### config.mk
export PLATFORM = sky130hd
export DESIGN_NAME = cc_line_serializer_p
export DESIGN_NICKNAME = d
export VERILOG_FILES = /design/src/rtl/cc_line_serializer_p.sv
export SDC_FILE = /design/constraint.sdc
export NUM_CORES = 1
export LEC_CHECK = 0
export BUFFER_PORTS_ARGS = -buffer_cell sky130_fd_sc_hd__buf_2
export CORE_MARGIN = 2
export CORE_UTILIZATION = 25
export DETAILED_ROUTE_END_ITERATION = 8
export PLACE_DENSITY = 0.43
export REMOVE_ABC_BUFFERS = 1
export SYNTH_ARGS = -nofsm -noshare
export SYNTH_HDL_FRONTEND = slang
export SYNTH_SLANG_ARGS = --single-unit
### constraint.sdc
create_clock -name clk -period 2.7 [get_ports clk]
set_input_delay 0 -clock clk [delete_from_list [all_inputs] [get_ports clk]]
set_output_delay 0 -clock clk [all_outputs]
set_load 0.01 [all_outputs]
### src/rtl/cc_line_serializer_p.sv
// Cache-line serializer: pops one {offset, line} FIFO entry and streams it as
// BEATS beats of BEAT_W bits, critical-word-first or linear, with rlast on the final beat.
module cc_line_serializer_p #(
    parameter int BEAT_W = 64,
    parameter int BEATS  = 8
) (
    input  logic                                          clk,
    input  logic                                          rst,
    input  logic                                          wrap_mode_i,
    input  logic                                          fifo_empty_i,
    input  logic [$clog2(BEAT_W*BEATS/8)+BEAT_W*BEATS-1:0] fifo_rdata_i,
    output logic                                          fifo_rden_o,
    output logic [BEAT_W-1:0]                             rdata_o,
    output logic                                          rlast_o,
    output logic                                          rvalid_o,
    input  logic                                          rready_i,
    output logic                                          busy_o
);
    // state | meaning
    // IDLE  | no line held; pop as soon as the FIFO has an entry
    // SEND  | line held; one beat per handshake, refill on the last-beat handshake

    localparam int LINE_W = BEAT_W * BEATS;
    localparam int OFS_W  = $clog2(LINE_W / 8);
    localparam int IDX_W  = $clog2(BEATS);

    typedef enum logic {IDLE = 1'b0, SEND = 1'b1} state_t;

    state_t             state_q, state_d;
    logic [IDX_W-1:0]   cnt_q, cnt_d;
    logic [IDX_W-1:0]   start_q, start_d;
    logic [IDX_W-1:0]   idx;
    logic               mode_q, mode_d;
    logic [LINE_W-1:0]  line_q, line_d;
    logic [OFS_W-1:0]   ofs;
    logic               valid_q;
    logic               last;
    logic               hs;
    logic               pop;

    assign ofs     = fifo_rdata_i[OFS_W+LINE_W-1 -: OFS_W];
    assign valid_q = (state_q == SEND);

    // Sub-beat offset bits only matter for byte lanes, not for beat ordering.
    if (OFS_W > IDX_W) begin : g_ofs_lo
        logic unused_ofs_lo;
        assign unused_ofs_lo = ^ofs[OFS_W-IDX_W-1:0];
    end

    always_ff @(posedge clk) begin
        if (rst) begin
            state_q <= IDLE;
            cnt_q   <= '0;
            start_q <= '0;
            mode_q  <= 1'b0;
            line_q  <= '0;
        end else begin
            state_q <= state_d;
            cnt_q   <= cnt_d;
            start_q <= start_d;
            mode_q  <= mode_d;
            line_q  <= line_d;
        end
    end

    always_comb begin
        state_d = state_q;
        cnt_d   = cnt_q;
        start_d = start_q;
        mode_d  = mode_q;
        line_d  = line_q;

        idx  = (mode_q ? start_q : '0) + cnt_q;
        last = valid_q && (cnt_q == IDX_W'(BEATS - 1));
        hs   = valid_q && !rst && rready_i;
        pop  = !rst && !fifo_empty_i && (!valid_q || (rready_i && last));

        if (hs) begin
            cnt_d = cnt_q + 1'b1;
            if (last) state_d = IDLE;
        end

        // A pop overrides the last-beat retire so the next line follows with no bubble.
        if (pop) begin
            state_d = SEND;
            cnt_d   = '0;
            line_d  = fifo_rdata_i[LINE_W-1:0];
            mode_d  = wrap_mode_i;
            start_d = wrap_mode_i ? ofs[OFS_W-1 -: IDX_W] : '0;
        end
    end

    assign fifo_rden_o = pop;
    assign rvalid_o    = valid_q && !rst;
    assign rlast_o     = last && !rst;
    assign busy_o      = rvalid_o;
    assign rdata_o     = rvalid_o ? line_q[idx*BEAT_W +: BEAT_W] : '0;

endmodule

==> results of run 1 <==
layout make-up:
cell class                      instances  area (sq um)
Multi-Input combinational cell       1894         12000
Timing Repair Buffer                 1294         10400
Clock buffer                           98          1960
Sequential cell                       520         10400
Antenna cell                            5          12.5
Clock inverter                         22           330
Fill cell                            9325         55300
Tap cell                             1243          1560
Inverter                                3          11.3
registers in the layout (all words and copies together) (netlist names):
register	cells
line_q	512
cnt_q	3
start_q	3
mode_q	1
state_q	1
cell usage after synthesis:
cell and number:
sky130_fd_sc_hd__a21boi_1 1, sky130_fd_sc_hd__a21oi_1 50, sky130_fd_sc_hd__a21oi_2 16, sky130_fd_sc_hd__and2_1 2, sky130_fd_sc_hd__buf_1 10, sky130_fd_sc_hd__buf_2 49
sky130_fd_sc_hd__buf_4 29, sky130_fd_sc_hd__buf_6 13, sky130_fd_sc_hd__clkbuf_1 119, sky130_fd_sc_hd__dfxtp_1 520, sky130_fd_sc_hd__fa_1 1, sky130_fd_sc_hd__ha_1 3
sky130_fd_sc_hd__inv_1 3, sky130_fd_sc_hd__mux4_2 128, sky130_fd_sc_hd__nand2_1 646, sky130_fd_sc_hd__nand2b_1 517, sky130_fd_sc_hd__nand3_1 5, sky130_fd_sc_hd__nor2_1 2
sky130_fd_sc_hd__nor2b_1 1, sky130_fd_sc_hd__nor3_4 1, sky130_fd_sc_hd__o21ai_0 376, sky130_fd_sc_hd__o21ai_1 140, sky130_fd_sc_hd__o21bai_1 1, sky130_fd_sc_hd__xnor2_2 1
sky130_fd_sc_hd__xor2_1 1, sky130_fd_sc_hd__xor2_2 1, sky130_fd_sc_hd__xor2_4 1
cell families after synthesis:
family	count (synthesis)	share of synthesized area, %
DFF	520	44.8
adders and majority gates	4	0.248
and+or+nand+nor	1174	24.6
buffers and inverters	223	4.75
xor gates and xnor gates	4	0.296
AOI/OAI and AO/OA	584	12.9
muxes	128	12.4
timing repair:
action | CTS | global route
pin swaps | 68 | 17
gates cloned | 3 | 3
endpoints found under the setup margin | 65 | 88
hold buffers | 576 | 0
buffers inserted | 26 | 15
resized for setup | 94 | 37
endpoints found under the hold margin | 520 | 0
worst reg2reg max path, stage by stage (launching register included):
cell and delay [ns]:
sky130_fd_sc_hd__dfxtp_1 0.37, sky130_fd_sc_hd__buf_4 0.14, sky130_fd_sc_hd__ha_1 0.15, sky130_fd_sc_hd__ha_1 0.18, sky130_fd_sc_hd__a21boi_2 0.09, sky130_fd_sc_hd__nor3_4 0.29
sky130_fd_sc_hd__buf_4 0.21, sky130_fd_sc_hd__buf_6 0.27, sky130_fd_sc_hd__o21ai_0 0.14, sky130_fd_sc_hd__dlygate4sd3_1 0.57
power breakdown:
group          internal (mW)  total (mW)  leakage (nW)  switching [mW]
Clock                   5.59        9.27          1.12            3.68
Combinational           1.57        2.70          8.98            1.13
Sequential              8.21        8.48          4.28           0.272
Total                   15.4        20.4          14.4            5.08
metrics by stage:
step	worst slack (ns)	std cells	utilization, %	total power [mW]
6_report	-0.573	5079	39.9	20.4
4_1_cts	-0.648	5059	39.6	20.8
3_5_place_dp	0.0113	4335	30.2	10.6
5_1_grt	-0.697	5079	39.9	21.4
3_3_place_gp	0.00798	4335	30.2	10.6
2_1_floorplan	-15.14	2417	-	9.83
metal layers:
layer / part of all wire, % / track usage, %
met1: 45 / 20.7
met2: 48 / 28.8
met3: 3.9 / 2.82
met4: 3.6 / 6.68
met5: 0.046 / 0
placed cells by master, fill, tap and decap left out, drive strengths merged, types with 3 or more instances in the layout:
cell         instances
bufinv               5
ha                   3
nand3                5
mux4               128
clkinv              11
xor2                 3
dfxtp              520
nand2              646
inv                  8
clkbuf             100
nand2b             517
buf                716
a21oi               66
dlygate4sd3        576
diode                5
o21ai              516
worst max path at each step:
stage / from / endpoint / slack [ns] / depth (start not counted)
6_report: mode_q / rdata_o[63] / -0.57 / 10
5_1_grt: start_q[0] / rdata_o[48] / -0.70 / 10
4_1_cts: mode_q / rdata_o[48] / -0.65 / 10
3_5_place_dp: start_q[0] / rdata_o[54] / 0.01 / 10
3_3_place_gp: start_q[0] / rdata_o[40] / 0.008 / 10
2_1_floorplan: cnt_q[0] / line_q[0] / -15.14 / 5
==> summary.md, run 1 <==
| Metric | Value |
|---|---|
| Status | complete, but fails checks |
| Violated checks | negative setup slack |
| Most repeated library cell on the critical path | sky130_fd_sc_hd__buf_12 |
| Worst Path Max Fanout | 8 |
| Count of cells along the worst register-to-register path | 9 |
| Count of maximum capacitance violations | 0 |
| Crit path launch type | flop |
| Via count of the first global-routing pass | 22900 |
| Hold Path Cell Cnt | 4 |
| Instance count of the mapped netlist | 2637 |
| Power Dens Cells | 558 nW/um^2 |
| Maximum frequency from static timing analysis | 306 MHz |
| Flop-to-flop setup slack | 0.16 ns |
| Worst stage delay on the critical path | 0.88 ns |
| Routed WL per cell | 16.4 um |
| Kind of end point of the critical path | primary output |
| Die Span X | 309 um |
| Share of the cycle needed by the critical path after routing | 121% |
| Static power due to leakage | 14.4 nW |
| Cell chosen for the clock root | sky130_fd_sc_hd__clkbuf_16 |
| Worst endpoint data arrival time | 3.27 ns |
| RSZ-0062 raised after global routing | true |
| Routed Wire Length | 83400 um |
| CTS H-Tree Depth | 3 |
| Crit path max-delay cell type | sky130_fd_sc_hd__fa_4 |
| Share of cells above drive strength 1 | 27.5% |
| Worst clock skew | 0.0263 ns |
| Worst Hold Slack | 0.118 ns |
| Die ar. | 95400 sq um |
| Layout net count | 4307 |
| Area share of the largest cell type after synthesis | 44.8% |
| Total congestion overflow after global routing | 0 |
| Slew at the pin with the worst max-slew slack | 0.511 ns |
| CTS tree | built |
| Peak supply drop | 0.000361 V |
| Final-report setup violation count | 64 |
| Vias after detailed routing | 22000 |
| Relative max-transition margin | 65.9% |
| Post-route worst setup slack | -0.573 ns |
| First-pass GRT wire length | 126000 um |
| Family of cells with the greatest summed delay on the critical path | adder cells |
| First DRT Iteration DRCs | 1127 |
| Number of buffers created by CTS | 67 |
| Final HPWL DP | 53500 um |
| Seq/Total Area, Yosys | 44.8% |
| Worst min-delay path endpoint | line_q[485] |
| Setup tns final | -29.70 ns |
| Source of the worst hold timing path | fifo_rdata_i[485] |
| Maximum root-to-sink buffer count | 3 |
| Dominant cell type by area after synthesis | sky130_fd_sc_hd__dfxtp_1 |
| Latest clock arrival within the worst-skew pair | 0.61 ns |
| Number of design rule violations left after detail routing | 0 |
| Number of primary I/O pins | 591 |
| Count of buffering cells on the critical path with inverters included | 4 |
| Final slew viol count | 0 |
| Number of register bits inferred by synthesis | 520 |
| Initial Util | 25.3% |
| DRT antenna net count | 0 |
| Chip Height | 309 um |
| Number of placement rows | 111 |
| Count of warnings emitted by yosys | 0 |
| Data required time at the worst endpoint | 2.70 ns |
| Synth area leaders | sky130_fd_sc_hd__dfxtp_1 45%, sky130_fd_sc_hd__nand2b_1 14%, sky130_fd_sc_hd__mux4_2 12%, sky130_fd_sc_hd__nand2_1 10%, sky130_fd_sc_hd__o21ai_0 8.1% |
| Final hold violations | 0 |
| Initial antenna violation count | 9 |
| FF-to-FF End | mode_q |
| Cells along the critical path | and2_4 -> ha_4 -> inv_2 -> fa_4 -> buf_12 -> buf_12 -> mux4_2 -> nand2_2 -> a21oi_2 -> buf_2 |
| Type of the setup path with the least slack | flop to primary output |
| Count of input and output buffers | 587 |
| Origin of the critical flop-to-flop path | cnt_q[0] |
| Post-Layout Inst Area | 36700 sq um |
| Clock sinks | 520 |
| Via density per instance | 4.32 |
| Core Region | 91900 sq um |
| Post-synth design cell area | 23200 sq um |
| Final RePlAce weighted congestion | 0.747 |
| Cell Area, Placed | 27800 sq um |
| Clk pin slew, worst setup/hold paths | 0.06 ns |
| GRT Util Overall | 16.7% |
| Final min period | 3.27 ns |
| Count of distinct cell types in the synthesized netlist | 27 |
| Class of the tightest hold or removal check | input pin to flop |
| Detailed Routing Iterations Pass 1 | 5 |
| Average cell area after synthesis | 8.81 sq um |
| Area growth, synth to finish | 57.8% |
| Largest net degree at the start of global routing | 118 |
Note: power is estimated with default switching activity, not from simulation.
==> run 2: changes to the inputs <==
Clock period 2.7 ns to 3.8 ns, I/O delays scaled along.
==> summary.md, run 2 (synthesis results as in run 1) <==
| Metric | Value |
|---|---|
| Power Dens Cells | 387 nW/um^2 |
| Clk pin slew, worst setup/hold paths | 0.06 ns |
| CTS H-Tree Depth | 2 |
| First DRT Iteration DRCs | 1162 |
| Setup tns final | 0 ns |
| Number of primary I/O pins | 591 |
| Via count of the first global-routing pass | 22700 |
| Count of cells along the worst register-to-register path | 8 |
| Final-report setup violation count | 0 |
| RSZ-0062 raised after global routing | false |
| Layout net count | 4266 |
| Commonest cells after routing, fill and taps aside | 646 x sky130_fd_sc_hd__nand2_1, 630 x sky130_fd_sc_hd__dlygate4sd3_1, 586 x sky130_fd_sc_hd__buf_2 |
| Final HPWL DP | 50300 um |
| Largest registers | line_q: 512 flops, cnt_q: 3 flops, start_q: 3 flops |
| Critical path endpoint | rdata_o[58] |
| Peak supply drop | 0.000345 V |
| Total congestion overflow after global routing | 0 |
| FF-to-FF End | line_q[408] |
| Final slew viol count | 0 |
| Most common cell after layout, fill and taps aside | sky130_fd_sc_hd__nand2_1 |
| Kind of end point of the critical path | primary output |
| CTS tree | built |
| Type of the setup path with the least slack | flop to primary output |
| Class of the tightest hold or removal check | input pin to flop |
| Crit path from | mode_q |
| Cell chosen for the clock root | sky130_fd_sc_hd__clkbuf_16 |
| Static power due to leakage | 13.9 nW |
| Chip Height | 309 um |
| Final min period | 3.53 ns |
| Origin of the critical flop-to-flop path | cnt_q[0] |
| Worst clock skew | 0.0216 ns |
| Status | finished, final reports clean |
| Number of buffers created by CTS | 60 |
| Relative max-transition margin | 24.7% |
| Number of placement rows | 111 |
| Final RePlAce weighted congestion | 0.739 |
| Crit path launch type | flop |
| Count of maximum capacitance violations | 0 |
| Number of design rule violations left after detail routing | 0 |
| Routed WL per cell | 15.9 um |
| Worst Path Max Fanout | 22 |
| Maximum root-to-sink buffer count | 3 |
| GRT Util Overall | 16.2% |
| Die Span X | 309 um |
| Slew at the pin with the worst max-slew slack | 1.13 ns |
| Die ar. | 95400 sq um |
| Area growth, synth to finish | 53.0% |
| Final hold violations | 0 |
| Via density per instance | 4.31 |
| Cell Area, Placed | 27200 sq um |
| Core Region | 91900 sq um |
| Post-Layout Inst Area | 35500 sq um |
| Maximum frequency from static timing analysis | 283 MHz |
| Data required time at the worst endpoint | 3.80 ns |
| Count of input and output buffers | 587 |
| Vias after detailed routing | 21700 |
| Largest register by flop count | line_q |
| Routed Wire Length | 80200 um |
| First-pass GRT wire length | 123000 um |
| Share of cells above drive strength 1 | 23.0% |
| Max reg flops | 512 |
| Flop-to-flop setup slack | 0.92 ns |
| Initial Util | 25.3% |
| Worst endpoint data arrival time | 3.53 ns |
| Share of the cycle needed by the critical path after routing | 93.0% |
| DRT antenna net count | 0 |
| Detailed Routing Iterations Pass 1 | 5 |
| Clock sinks | 520 |
| Initial antenna violation count | 15 |
| Largest net degree at the start of global routing | 218 |
| Latest clock arrival within the worst-skew pair | 0.64 ns |
## run 2: timing repair
action                                  4_1_cts  5_1_grt
setup buffers                                 0        2
gates resized for setup                       0        2
hold endpoints to repair                    520        0
endpoints found under the setup margin        0       12
hold buffers                                630        0
## run 2: where the power goes
| part | internal [mW] | leakage [nW] | total (mW) | switching, mW |
|---|---|---|---|---|
| sequential | 5.83 | 4.28 | 6.02 | 0.185 |
| combinational | 1.09 | 8.66 | 1.86 | 0.761 |
| clock | 3.45 | 0.972 | 5.87 | 2.42 |
| total | 10.4 | 13.9 | 13.7 | 3.36 |
## run 2: area by class of cell
cell class	instances	area, sq um
fillers	9372	56400
clock inverters	14	163
well taps	1243	1560
clock buffers	95	1810
inverters	3	11.3
flip-flops and latches	520	10400
repair buffers	1260	9800
diodes	11	27.5
multi-input cells	1894	11800
## run 2: how the worst min path moves through the flow
| stage | startpoint | end | slack, ns | cells past startpoint |
|---|---|---|---|---|
| finish | fifo_rdata_i[45] | line_q[45] | 0.09 | 4 |
| global route | fifo_rdata_i[263] | line_q[263] | 0.07 | 4 |
| CTS | fifo_rdata_i[119] | line_q[119] | 0.04 | 4 |
| detailed placement | fifo_rdata_i[221] | line_q[221] | 0.20 | 3 |
| global placement | fifo_rdata_i[37] | line_q[37] | 0.19 | 3 |
| floorplan | rst | state_q | 0.07 | 1 |
## run 2: through the flow
stage / hold slack, ns / total power, mW / cells / worst slack, ns / util [%]
3_5_place_dp: 0.199 / 7.47 / 4288 / 0.753 / 29.6
3_3_place_gp: 0.194 / 7.47 / 4288 / 0.786 / 29.6
5_1_grt: 0.0743 / 14.4 / 5039 / 0.0650 / 38.7
6_report: 0.0942 / 13.7 / 5040 / 0.267 / 38.7
4_1_cts: 0.0364 / 14.0 / 5027 / 0.0513 / 38.6
2_1_floorplan: 0.0724 / 6.98 / 2417 / -14.04 / -
## run 2: critical path, cell delays in order (launching register included)
cell and delay (ns):
sky130_fd_sc_hd__dfxtp_1 0.36, sky130_fd_sc_hd__and2_1 0.18, sky130_fd_sc_hd__ha_4 0.13, sky130_fd_sc_hd__inv_1 0.04, sky130_fd_sc_hd__fa_4 0.84, sky130_fd_sc_hd__buf_16 0.21, sky130_fd_sc_hd__buf_4 0.24, sky130_fd_sc_hd__mux4_2 0.51
sky130_fd_sc_hd__nand2_1 0.08, sky130_fd_sc_hd__a21oi_1 0.07, sky130_fd_sc_hd__buf_2 0.17
## run 2: routing by layer
metal | vias up | part of all wire (%) | global-route usage, %
met5 | - | 0.060 | 0
met4 | 8 | 3.2 | 5.83
met3 | 143 | 4.9 | 3.26
met2 | 473 | 48 | 28.0
met1 | 10100 | 44 | 20.0
li1 | 11000 | - | -
==> run 3: changes to the inputs <==
Settings changed: ABC_AREA set to 1.
==> summary.md, run 3 <==
| Metric | Value |
|---|---|
| Number of flops mapped to enable cells by yosys | 0 |
| Worst Hold Slack | 0.124 ns |
| Relative max-transition margin | 40.6% |
| Core Region | 89600 sq um |
| CTS tree | built |
| Worst Path Max Fanout | 91 |
| Routed WL per cell | 15.1 um |
| Count of distinct cell types in the synthesized netlist | 17 |
| Maximum frequency from static timing analysis | 282 MHz |
| Crit path max-delay cell type | sky130_fd_sc_hd__fa_4 |
| Data required time at the worst endpoint | 3.80 ns |
| Cell chosen for the clock root | sky130_fd_sc_hd__clkbuf_16 |
| Status | finished, final reports clean |
| Most numerous cell types in the synthesized netlist | 1820 x sky130_fd_sc_hd__nand2_1, 520 x sky130_fd_sc_hd__dfxtp_1, 268 x sky130_fd_sc_hd__inv_1 |
| First DRT Iteration DRCs | 1150 |
| Commonest cells after routing, fill and taps aside | 1819 x sky130_fd_sc_hd__nand2_1, 587 x sky130_fd_sc_hd__buf_2, 525 x sky130_fd_sc_hd__dlygate4sd3_1 |
| Final HPWL DP | 53500 um |
| Die Span X | 304 um |
| GRT Util Overall | 18.2% |
| Die ar. | 92500 sq um |
| Worst stage delay on the critical path | 0.84 ns |
| Worst endpoint data arrival time | 3.55 ns |
| Latest clock arrival within the worst-skew pair | 0.61 ns |
| Average cell area after synthesis | 6.46 sq um |
| Cells along the critical path | nand2_1 -> inv_1 -> ha_4 -> inv_1 -> fa_4 -> buf_12 -> buf_12 -> nand3_1 -> nand2_1 -> nand2_1 -> nand2_1 -> nor2_1 -> buf_2 |
| Routed Wire Length | 86200 um |
| Via density per instance | 4.23 |
| CTS H-Tree Depth | 3 |
| Count of buffering cells on the critical path with inverters included | 5 |
| Tot Pwr | 14.2 mW |
| Share of the cycle needed by the critical path after routing | 93.3% |
| Filler cell count | 9663 |
| Seq/Total Area, Yosys | 46.2% |
| Clk pin slew, worst setup/hold paths | 0.06 ns |
| Count of warnings emitted by yosys | 0 |
| Count of input and output buffers | 587 |
| Area growth, synth to finish | 50.9% |
| Top FF cell, synth | sky130_fd_sc_hd__dfxtp_1 |
| Post-route worst setup slack | 0.253 ns |
| Max reg flops | 512 |
| Postcts setup bufs | 0 |
| Static power due to leakage | 16.7 nW |
| Detailed Routing Iterations Pass 1 | 7 |
| Number of buffers created by CTS | 68 |
| Crit path launch type | flop |
| Chip Height | 304 um |
| Largest registers | line_q: 512 flops, cnt_q: 3 flops, start_q: 3 flops |
| Post-synth design cell area | 22500 sq um |
| Class of the tightest hold or removal check | input pin to flop |
| First-pass GRT wire length | 134000 um |
| Most common cell after layout, fill and taps aside | sky130_fd_sc_hd__nand2_1 |
| Share of cells above drive strength 1 | 16.2% |
| Number of register bits inferred by synthesis | 520 |
| RSZ-0062 raised after global routing | false |
| Number of placement rows | 110 |
| DRT antenna net count | 0 |
| Vias after detailed routing | 24200 |
| Type of the setup path with the least slack | flop to primary output |
| Final slew viol count | 0 |
| Final-report setup violation count | 0 |
| Power Dens Cells | 419 nW/um^2 |
| Final hold violations | 0 |
| Final RePlAce weighted congestion | 0.808 |
| Family of cells with the greatest summed delay on the critical path | buffers and inverters |
| Clock sinks | 520 |
| Setup slack after placement | 0.858 ns |
| Largest register by flop count | line_q |
| Initial antenna violation count | 10 |
| Peak supply drop | 0.000264 V |
| Kind of end point of the critical path | primary output |
| Final min period | 3.55 ns |
| Slew at the pin with the worst max-slew slack | 0.892 ns |
| Synth area leaders | sky130_fd_sc_hd__dfxtp_1 46%, sky130_fd_sc_hd__nand2_1 30%, sky130_fd_sc_hd__nand3_1 5.8%, sky130_fd_sc_hd__o21ai_0 5.2%, sky130_fd_sc_hd__inv_1 4.5% |
| Cell Area, Placed | 26600 sq um |
| Total congestion overflow after global routing | 0 |
| Number of primary I/O pins | 591 |
| Via count of the first global-routing pass | 24600 |
| Count of maximum capacitance violations | 0 |
| Flop-to-flop setup slack | 1.06 ns |
| Post-Layout Inst Area | 34000 sq um |
| Dominant cell type by area after synthesis | sky130_fd_sc_hd__dfxtp_1 |
| Instance count of the mapped netlist | 3488 |
| Most repeated library cell on the critical path | sky130_fd_sc_hd__nand2_1 |
| Layout net count | 5025 |
| Initial Util | 25.1% |
| Cell with the most instances after synthesis | sky130_fd_sc_hd__nand2_1 |
| Share of synthesized flip-flops with an asynchronous set or reset | 0% |
| Area share of the largest cell type after synthesis | 46.2% |
| Largest net degree at the start of global routing | 118 |
| Number of design rule violations left after detail routing | 0 |
| Maximum root-to-sink buffer count | 3 |
| Worst clock skew | 0.0265 ns |
-- run 3: cell count changes after synthesis, moves of 131 or more --
cell	before	now
sky130_fd_sc_hd__inv_1	3	268
sky130_fd_sc_hd__nand2_1	646	1820
sky130_fd_sc_hd__nand2b_1	517	0
sky130_fd_sc_hd__nand3_1	5	260
sky130_fd_sc_hd__nor2_1	2	133
sky130_fd_sc_hd__o21ai_0	376	235
-- run 3: tightest hold or removal path: stages --
cell and delay, ns:
sky130_fd_sc_hd__dlygate4sd3_1 0.52, sky130_fd_sc_hd__buf_2 0.09, sky130_fd_sc_hd__nand2_1 0.04, sky130_fd_sc_hd__nand2_1 0.05
-- run 3: worst paths after layout --
kind	startpoint	to	depth (start not counted)
worst max-delay path	mode_q	rdata_o[12]	13
worst min-delay path	fifo_rdata_i[4]	line_q[4]	4
worst max register to register	cnt_q[0]	mode_q	11
worst min register to register	line_q[197]	line_q[197]	2
-- run 3: cell families after synthesis --
logic type	share of synthesized area, %
and+or+nand+nor	38.4
adders and majority gates	0.256
DFF	46.2
buffers and inverters	9.39
AOI/OAI and AO/OA	5.73
xor gates and xnor gates	0.0389
-- run 3: final cells by class --
type / instances / area (sq um) / share of cell area, %
clock buffer: 102 / 1970 / 5.80
timing repair buffer: 1159 / 8850 / 26.0
clock inverter: 13 / 199 / 0.585
sequential: 520 / 10400 / 30.6
antenna: 5 / 12.5 / 0.0368
inverter: 271 / 1040 / 3.07
tap: 1176 / 1470 / 4.33
multi-input combinational: 2478 / 10100 / 29.6
-- run 3: timing repair --
action,4_1_cts,5_1_grt
resized for setup,0,0
endpoints found under the hold margin,520,0
hold buffers,525,0
-- run 3: through the flow --
stage               std cells  TNS [ns]  util (%)
detailed placement       5079         0      29.7
floorplan                3269  -1021.00         -
global route             5724         0      38.0
global placement         5079         0      29.7
finish                   5724         0      38.0
CTS                      5719         0      37.9
-- run 3: power breakdown --
group | total, mW | switching [mW] | internal [mW] | leakage [nW]
Combinational | 1.93 | 1.01 | 0.926 | 11.3
Clock | 6.33 | 2.58 | 3.75 | 1.06
Sequential | 5.97 | 0.133 | 5.84 | 4.28
Total | 14.2 | 3.72 | 10.5 | 16.7
-- run 3: layer usage --
metal	up-vias	global-route usage (%)	wire [um]
li1	12600	-	-
met1	10800	22.3	38400
met2	536	31.7	41300
met3	174	2.77	3180
met4	8	7.29	3220
met5	-	0	57
